### src/rtl/mux_arb_pkg.sv
// Shared definitions for the two-requester round-robin arbiter.
package mux_arb_pkg;

    localparam int unsigned DEFAULT_DATA_W = 8;

    typedef enum logic [1:0] {
        IDLE   = 2'd0,
        GRANT0 = 2'd1,
        GRANT1 = 2'd2
    } state_e;

endpackage

### src/rtl/mux_2_1_bus.sv
// Bussed 2:1 mux carrying {data,last,valid} of one stream beat.
module mux_2_1_bus
    import mux_arb_pkg::*;
#(
    parameter int unsigned DATA_W = DEFAULT_DATA_W
) (
    input  logic              sel_i,
    input  logic [DATA_W-1:0] in0_data_i,
    input  logic              in0_last_i,
    input  logic              in0_valid_i,
    input  logic [DATA_W-1:0] in1_data_i,
    input  logic              in1_last_i,
    input  logic              in1_valid_i,
    output logic [DATA_W-1:0] out_data_o,
    output logic              out_last_o,
    output logic              out_valid_o
);

    localparam int unsigned BUS_W = DATA_W + 2;

    logic [BUS_W-1:0] bus0;
    logic [BUS_W-1:0] bus1;
    logic [BUS_W-1:0] bus_out;

    assign bus0 = {in0_data_i, in0_last_i, in0_valid_i};
    assign bus1 = {in1_data_i, in1_last_i, in1_valid_i};

    // Select the whole beat as one bus.
    always_comb begin
        bus_out = sel_i ? bus1 : bus0;
    end

    assign out_data_o  = bus_out[BUS_W-1:2];
    assign out_last_o  = bus_out[1];
    assign out_valid_o = bus_out[0];

endmodule

### src/rtl/mux_2_1_rr_arbiter.sv
// Round-robin arbiter sharing one stream output between two requesters.
// Grant lasts a packet, capped at MAX_BURST beats while the other side waits.
module mux_2_1_rr_arbiter
    import mux_arb_pkg::*;
#(
    parameter int unsigned DATA_W    = DEFAULT_DATA_W,
    parameter int unsigned MAX_BURST = 16
) (
    input  logic              clk,
    input  logic              rst_n,
    input  logic              s0_valid,
    input  logic [DATA_W-1:0] s0_data,
    input  logic              s0_last,
    output logic              s0_ready,
    input  logic              s1_valid,
    input  logic [DATA_W-1:0] s1_data,
    input  logic              s1_last,
    output logic              s1_ready,
    output logic              m_valid,
    output logic [DATA_W-1:0] m_data,
    output logic              m_last,
    input  logic              m_ready,
    output logic              sel,
    output logic              busy
);

    localparam int unsigned       CNT_W   = $clog2(MAX_BURST) + 1;
    localparam logic [CNT_W-1:0]  CNT_SAT = CNT_W'(MAX_BURST - 1);

    state_e           state_q, state_d;
    logic             sel_q, sel_d;
    logic             busy_q, busy_d;
    logic             last_grant_q, last_grant_d;
    logic [CNT_W-1:0] beat_cnt_q, beat_cnt_d;

    logic             mux_valid;
    logic             mux_last;
    logic [DATA_W-1:0] mux_data;
    logic             beat;
    logic             other_valid;
    logic             cnt_sat;
    logic             pick;

    mux_2_1_bus #(.DATA_W(DATA_W)) u_bus (
        .sel_i       (sel_q),
        .in0_data_i  (s0_data),
        .in0_last_i  (s0_last),
        .in0_valid_i (s0_valid),
        .in1_data_i  (s1_data),
        .in1_last_i  (s1_last),
        .in1_valid_i (s1_valid),
        .out_data_o  (mux_data),
        .out_last_o  (mux_last),
        .out_valid_o (mux_valid)
    );

    // Output channel follows the registered select; valid only while granted.
    assign m_valid  = busy_q & mux_valid;
    assign m_data   = mux_data;
    assign m_last   = mux_last;
    assign s0_ready = (state_q == GRANT0) & m_ready;
    assign s1_ready = (state_q == GRANT1) & m_ready;
    assign sel      = sel_q;
    assign busy     = busy_q;

    assign beat        = m_valid & m_ready;
    assign other_valid = sel_q ? s0_valid : s1_valid;
    assign cnt_sat     = (beat_cnt_q == CNT_SAT);

    // Grant decision, packet/burst end handling and beat counting.
    always_comb begin
        state_d      = state_q;
        sel_d        = sel_q;
        last_grant_d = last_grant_q;
        beat_cnt_d   = beat_cnt_q;
        pick         = 1'b0;
        unique case (state_q)
            IDLE: begin
                beat_cnt_d = '0;
                if (s0_valid | s1_valid) begin
                    pick    = (s0_valid & s1_valid) ? ~last_grant_q : s1_valid;
                    sel_d   = pick;
                    state_d = pick ? GRANT1 : GRANT0;
                end
            end
            GRANT0, GRANT1: begin
                if (beat) begin
                    if ((mux_last | cnt_sat) & other_valid) begin
                        sel_d        = ~sel_q;
                        state_d      = sel_q ? GRANT0 : GRANT1;
                        beat_cnt_d   = '0;
                        last_grant_d = sel_q;
                    end else if (mux_last) begin
                        state_d      = IDLE;
                        beat_cnt_d   = '0;
                        last_grant_d = sel_q;
                    end else if (!cnt_sat) begin
                        beat_cnt_d   = beat_cnt_q + CNT_W'(1);
                    end
                end
            end
            default: begin
                state_d = IDLE;
            end
        endcase
        busy_d = (state_d != IDLE);
    end

    // State, select, fairness pointer and beat counter registers.
    always_ff @(posedge clk or negedge rst_n) begin
        if (!rst_n) begin
            state_q      <= IDLE;
            sel_q        <= 1'b0;
            busy_q       <= 1'b0;
            last_grant_q <= 1'b1;
            beat_cnt_q   <= '0;
        end else begin
            state_q      <= state_d;
            sel_q        <= sel_d;
            busy_q       <= busy_d;
            last_grant_q <= last_grant_d;
            beat_cnt_q   <= beat_cnt_d;
        end
    end

endmodule

### config.mk
export PLATFORM = sky130hd
export DESIGN_NAME = mux_2_1_rr_arbiter
export DESIGN_NICKNAME = d
export VERILOG_FILES = /design/src/rtl/mux_arb_pkg.sv /design/src/rtl/mux_2_1_bus.sv /design/src/rtl/mux_2_1_rr_arbiter.sv
export SDC_FILE = /design/constraint.sdc
export NUM_CORES = 1
export LEC_CHECK = 0
export ABC_AREA = 1
export CAP_MARGIN = 20
export CORE_UTILIZATION = 33
export DETAILED_ROUTE_END_ITERATION = 7
export GPL_ROUTABILITY_DRIVEN = 0
export SLEW_MARGIN = 15
export SYNTH_ARGS = -nofsm -noshare
export SYNTH_HDL_FRONTEND = slang
export SYNTH_SLANG_ARGS = --single-unit
### constraint.sdc
create_clock -name clk -period 2.2 [get_ports clk]
set_clock_uncertainty 0.2 [all_clocks]
set_input_delay 0.44 -clock clk [delete_from_list [all_inputs] [get_ports clk]]
set_output_delay 0.44 -clock clk [all_outputs]
set_load 0.02 [all_outputs]
# --- After elaboration in Yosys (flattened, before gate mapping) ---
# Cells that the tools add are included.
classes:
  addsub: 1
  mul: 0
  div: 0
  magnitude_cmp: 0
  n_eq_ne: 7
  n_shift: 0
  n_mux: 21
  bitwise: 10
  reduce_logical: 8
op_table:
  columns: ["op", "n"]
  rows:
  - ["2-to-1 mux 5 bit", 4]
  - ["2-to-1 mux 2 bit", 6]
  - ["2-to-1 mux 10 bit", 1]
  - ["one-hot mux 5 bit (2 select lines)", 1]
  - ["2-to-1 mux 1 bit", 7]
  - ["bitwise AND 1 bit", 6]
  - ["!= test 2 bit, second input constant", 3]
  - ["AND reduction 3 bit", 2]
  - ["nonzero test 2 bit", 3]
  - ["adder 5 x 1 -> 5 bit, second input constant", 1]
  - ["== test 5 x 4 -> 1 bit, second input constant", 1]
  - ["!= test 4 x 3 -> 1 bit, second input constant", 1]
  - ["one-hot mux 2 bit (2 select lines)", 1]
  - ["AND reduction 4 bit", 1]
  - ["== test 2 x 1 -> 1 bit, second input constant", 1]
  - ["== test 2 bit, second input constant", 1]
  - ["zero test 2 bit", 1]
  - ["inverter 1 bit", 2]
  - ["OR 1 bit", 2]
  - ["one-hot mux 1 bit (2 select lines)", 1]
  - ["OR reduction 2 bit", 1]
word_totals:
  regBits: 10
  latchBits: 0
  ram_bits: 0
  romBits: 0
  inputBits: 23
  out_inout_bits: 14
  memories: 0

# --- Logic depth before layout (Yosys ltp) ---
depth:
  ltp_word: 7
  mapped_depth: 15
  depth_no_buf: 15

# --- Cells and area by module ---
# Synthesis repeated with hierarchy kept, for this count alone.
unflattened:
  hier_cells: 128
  hier_area_um2: 823.3
by_module_without_submodules:
  columns: ["mod", "instances", "cells_per_inst", "area_per_inst_um2", "seq_area_each_um2"]
  rows:
  - ["mux_2_1_rr_arbiter", 1, 96, 695.7, 251.5]
  - ["mux_2_1_bus", 1, 32, 127.6, 0.0]

# --- Worst setup path after synthesis ---
# No wires, ideal clock.
synth_timing:
  path_kind: "register to register"
  from: "reg beat_cnt_q[0]"
  to: "reg beat_cnt_q[0]"
  setup_time_ns: 0.118
  t_arrival_ns: 1.543
  slack_ns: 0.339
  stages_incl_launch_ff: 13
  path_cell_list: "dfrtp_1 ha_1 nand2_1 nor2_1 ha_1 inv_1 nand3_2 nand2_4 nand2_4 nor2_4 a21oi_4 nand3b_1 nand2_1"
synth_between:
  elab_chain_len: 6
synth_rtl:
  columns: ["element", "line_no", "rtl"]
  rows:
  - ["start: declaration", "mux_2_1_rr_arbiter.sv:34", "logic [CNT_W-1:0] beat_cnt_q, beat_cnt_d;"]
  - ["start signal: assignment", "mux_2_1_rr_arbiter.sv:122", "beat_cnt_q <= beat_cnt_d;"]
  - ["adder 5 x 1 -> 5 bit or == test 5 x 4 -> 1 bit (tied branches)", "mux_2_1_rr_arbiter.sv:98, mux_2_1_rr_arbiter.sv:68", null]
  - ["2-to-1 mux 5 bit or OR 1 bit (tied branches)", "mux_2_1_rr_arbiter.sv:97, mux_2_1_rr_arbiter.sv:88", null]
  - ["2-to-1 mux 5 bit or bitwise AND 1 bit (tied branches)", "mux_2_1_rr_arbiter.sv:93, mux_2_1_rr_arbiter.sv:88", null]
  - ["2-to-1 mux 5 bit", "mux_2_1_rr_arbiter.sv:88", "if ((mux_last | cnt_sat) & other_valid) begin"]
  - ["2-to-1 mux 5 bit", "mux_2_1_rr_arbiter.sv:87", "if (beat) begin"]
  - ["one-hot mux 5 bit (2 select lines)", "mux_2_1_rr_arbiter.sv:77", "unique case (state_q)"]
# Parallel ways exist; a longest one is shown, timed or not. The select of a mux whose other input is x is not followed.
# A chain may end at the register's enable or synchronous reset.

# --- Final worst setup path ---
layout_timing:
  from: "in s1_valid"
  to: "out m_valid"
layout_between:
  elab_chain_len: 2
layout_rtl:
  columns: ["element", "line_no", "rtl"]
  rows:
  - ["start: declaration", "mux_2_1_rr_arbiter.sv:15", "input logic s1_valid,"]
  - ["2-to-1 mux 10 bit", "mux_2_1_bus.sv:30", "bus_out = sel_i ? bus1 : bus0;"]
  - ["bitwise AND 1 bit", "mux_2_1_rr_arbiter.sv:58", "assign m_valid = busy_q & mux_valid;"]
  - ["end: declaration", "mux_2_1_rr_arbiter.sv:19", "output logic m_valid,"]
# Every way passes these cells.

==> flow_metrics.env <==
export IMPL_grt_setup_unrepaired="yes"
export IMPL_synth_area_leader_cell="dfrtp_1"
export IMPL_drt_total_wl_um=2170
export IMPL_place_ws_ns=-0.244
export IMPL_postSynthCellCount=131
export IMPL_clock_path_buffers=2
export IMPL_die_y_um=54.0
export IMPL_syn2layout_area_growth_pct=54.7
export IMPL_num_rows=18
export IMPL_ctsRootBufferMaster="clkbuf_4"
export IMPL_die_w_um=54.0
export IMPL_setup_ws_ns=0.0622
export IMPL_fill_cells=255
export IMPL_grt_max_degree=15
export IMPL_hold_viol=0
export IMPL_hp_class="reg -> reg"
export IMPL_synth_main_ff_cell="dfrtp_1"
export IMPL_antenna_cells=0
export IMPL_htree_levels=1
export IMPL_end_kind="output port"
export IMPL_ys_types=27
export IMPL_grt_util_met2_pct=28.6
export IMPL_synthArstFlopShare_pct=100
export IMPL_met1_usage_pct=21.5
export IMPL_tns_ns=0
export IMPL_drv_cap=0
export IMPL_cp_num_cells=6
export IMPL_reg2reg_slack_ns=0.22
export IMPL_grt_use_total_pct=17.0
export IMPL_place_area_mm2=0.00135
export IMPL_crit_slowest_cell="clkdlybuf4s50_1"
export IMPL_post_cts_buffers=0
export IMPL_cts_sinks=10
export IMPL_cts_made_buffers=3
export IMPL_leakage_nw=0.756
export IMPL_core_area_mm2=0.00252
export IMPL_yosys_warnings=0
export IMPL_drc=0
export IMPL_grt_pass1_vias=830
export IMPL_postCtsHoldBufs=0
export IMPL_grt_ovfl_total=0
export IMPL_ys_ff_latch=10
export IMPL_utilization_pct=54.7
export IMPL_power_density_mw_per_mm2=1180
export IMPL_syn_cell_area_um2=892
export IMPL_path_max_fanout=2
export IMPL_start_kind="input port"
export IMPL_multi_input_area_um2=547
export IMPL_crit_top_cell="inv_1"
export IMPL_clk_latency_ns=0.26
export IMPL_synth_nets=160
export IMPL_grt_pass1_wl_um=3620
export IMPL_finalCriticalPeriod_ns=2.14
export IMPL_ant_nets=0
export IMPL_max_stage_delay_ns=0.48
export IMPL_holdPathEnd="last_grant_q"
export IMPL_slew_viol_final=0
export IMPL_finalInstanceArea_mm2=0.00138
export IMPL_port_buffers=36
export IMPL_syn_area_per_cell_um2=6.81
export IMPL_die_area_mm2=0.00292
export IMPL_wl_per_cell_um=10.4
export IMPL_timing_rr_end="beat_cnt_q[0]"
export IMPL_cp_arrival_ns=1.50
export IMPL_crit_type="in -> out"
export IMPL_synth_common_cells="nand2_1, inv_1, dfrtp_1"
export IMPL_nNetsFinal=209
export IMPL_firstDrtPassIters=4
export IMPL_yosysTopAreaCellShare_pct=25.2
export IMPL_synth_area_top_cells="dfrtp_1, nand2_1, ha_1, inv_1, nand3_1"
export IMPL_fin_crit_sh_pct=97.2
export IMPL_reg2reg_depth=13
export IMPL_start_util_pct=35.4
export IMPL_synth_edf_count=0
export IMPL_worst_slew_pin_slew_ns=0.461
export IMPL_seq_area_um2=251
export IMPL_setup_violations=0
export IMPL_fmax_mhz=468
export IMPL_drive_gt1_share_pct=17.9
export IMPL_dr_first_iter_drc_count=13
export IMPL_cp_buffers_inverters=4
export IMPL_gr_usage_met3_pct=5.08
export IMPL_io_pins=37
export IMPL_tritoncts="done"
export IMPL_outcome="finished, final reports clean"
export IMPL_vias=921
export IMPL_top_usage_layer="met2"
export IMPL_synth_most_common_cell="nand2_1"
export IMPL_critical_path_required_ns=1.56
export IMPL_yosysSeqAreaShare_pct=28.2
export IMPL_peakVddDrop_v=0.000734
export IMPL_path_delay_family="buffers and inverters"
export IMPL_path_cells="clkdlybuf4s50_1, inv_1, nand2_2, nand3_1, inv_1, clkdlybuf4s15_1"
export IMPL_antenna_found_initial=0
export IMPL_clkTransAtPathRegs_ns=0.07
export IMPL_maxSlewHeadroom_pct=69.1
export IMPL_viasPerCell=4.41
export IMPL_hpwlAfterDp_um=1800
export IMPL_hold_depth=2
export IMPL_r2r_start="beat_cnt_q[0]"
export IMPL_hold_start="last_grant_q"
[where the power goes]
part,leakage [nW],total [mW],switching (mW),internal (mW)
combinational,0.607,1.16,0.668,0.491
sequential,0.128,0.302,0.0544,0.248
clock,0.0210,0.165,0.0644,0.100
[through the flow]
step | power (mW) | hold slack (ns) | std cells
4_1_cts | 1.65 | 0.279 | 209
3_3_place_gp | 1.52 | 0.264 | 205
2_1_floorplan | 1.10 | -0.0556 | 131
6_report | 1.63 | 0.278 | 209
3_5_place_dp | 1.54 | 0.268 | 205
5_1_grt | 1.78 | 0.317 | 209
[worst register-to-register path, delay by kind of cell (launching register included)]
family / cells / cell delay (ns)
AO/OA/AOI/OAI: 1 / 0.19
adder cells (fa/ha/maj): 2 / 0.39
AND/OR/NAND/NOR: 8 / 0.55
buffers and inverters: 2 / 0.14
flip-flops: 1 / 0.39
[per-layer routing]
metal / up-vias / share of wire (%)
met5: - / 0
met4: 0 / 0
met3: 0 / 4.6
met2: 15 / 47
met1: 402 / 48
li1: 504 / -
[cells by family after synthesis]
kind of cell               synth area share (%)
DFF                                        28.2
adders and majority gates                  8.41
and+or+nand+nor                            43.2
xor gates and xnor gates                  0.982
AOI/OAI and AO/OA                          8.42
buffers and inverters                      10.8
[flip-flops by register name (all words and copies together), names as in the netlist]
signal / flops
beat_cnt_q: 5
state_q: 2
busy: 1
last_grant_q: 1
sel: 1
[layout make-up]
cell class                      count  area share, %
Inverter                           18           6.07
Clock buffer                        4           2.63
Multi-Input combinational cell    101           39.6
Tap cell                           30           2.72
Sequential cell                    10           18.2
Timing Repair Buffer               46           30.7
[worst max path at each step]
stage / start / slack, ns / to
3_5_place_dp: s1_valid / -0.24 / m_valid
4_1_cts: s1_valid / 0.03 / m_valid
2_1_floorplan: beat_cnt_q[0] / 0.34 / beat_cnt_q[0]
6_report: s1_valid / 0.06 / m_valid
3_3_place_gp: s1_valid / -0.21 / m_valid
5_1_grt: beat_cnt_q[0] / -0.01 / beat_cnt_q[0]
[placed cells by master, fill, tap and decap left out]
master / Yosys / final
dlygate4sd2_1: 0 / 11
xor2_1: 1 / 1
nand4_1: 2 / 2
nand3_2: 1 / 1
or2_2: 1 / 1
o211ai_1: 1 / 1
nor2_2: 1 / 1
nor2_4: 1 / 1
o21ai_4: 1 / 1
nand2_2: 2 / 2
clkbuf_8: 0 / 1
ha_2: 0 / 1
clkdlybuf4s50_1: 0 / 23
a21oi_4: 1 / 1
inv_1: 13 / 13
a21oi_1: 2 / 2
dlymetal6s2s_1: 0 / 1
clkdlybuf4s15_1: 0 / 1
and2_4: 1 / 1
nand2_4: 2 / 2
inv_2: 4 / 3
nor2_1: 3 / 3
inv_4: 0 / 1
bufinv_8: 1 / 1
o21ai_1: 2 / 2
nand2_1: 59 / 59
nand3b_1: 3 / 3
dfrtp_1: 9 / 9
o21ai_0: 3 / 3
clkbuf_4: 0 / 3
ha_1: 6 / 5
buf_4: 0 / 10
dfstp_2: 1 / 1
nand3_1: 8 / 8
[repair_timing]
item,in CTS,in global routing
endpoints found under the hold margin,0,0
gates resized for setup,13,3
endpoints found under the setup margin,12,7
No activity file was read; power rests on OpenSTA's default activity.
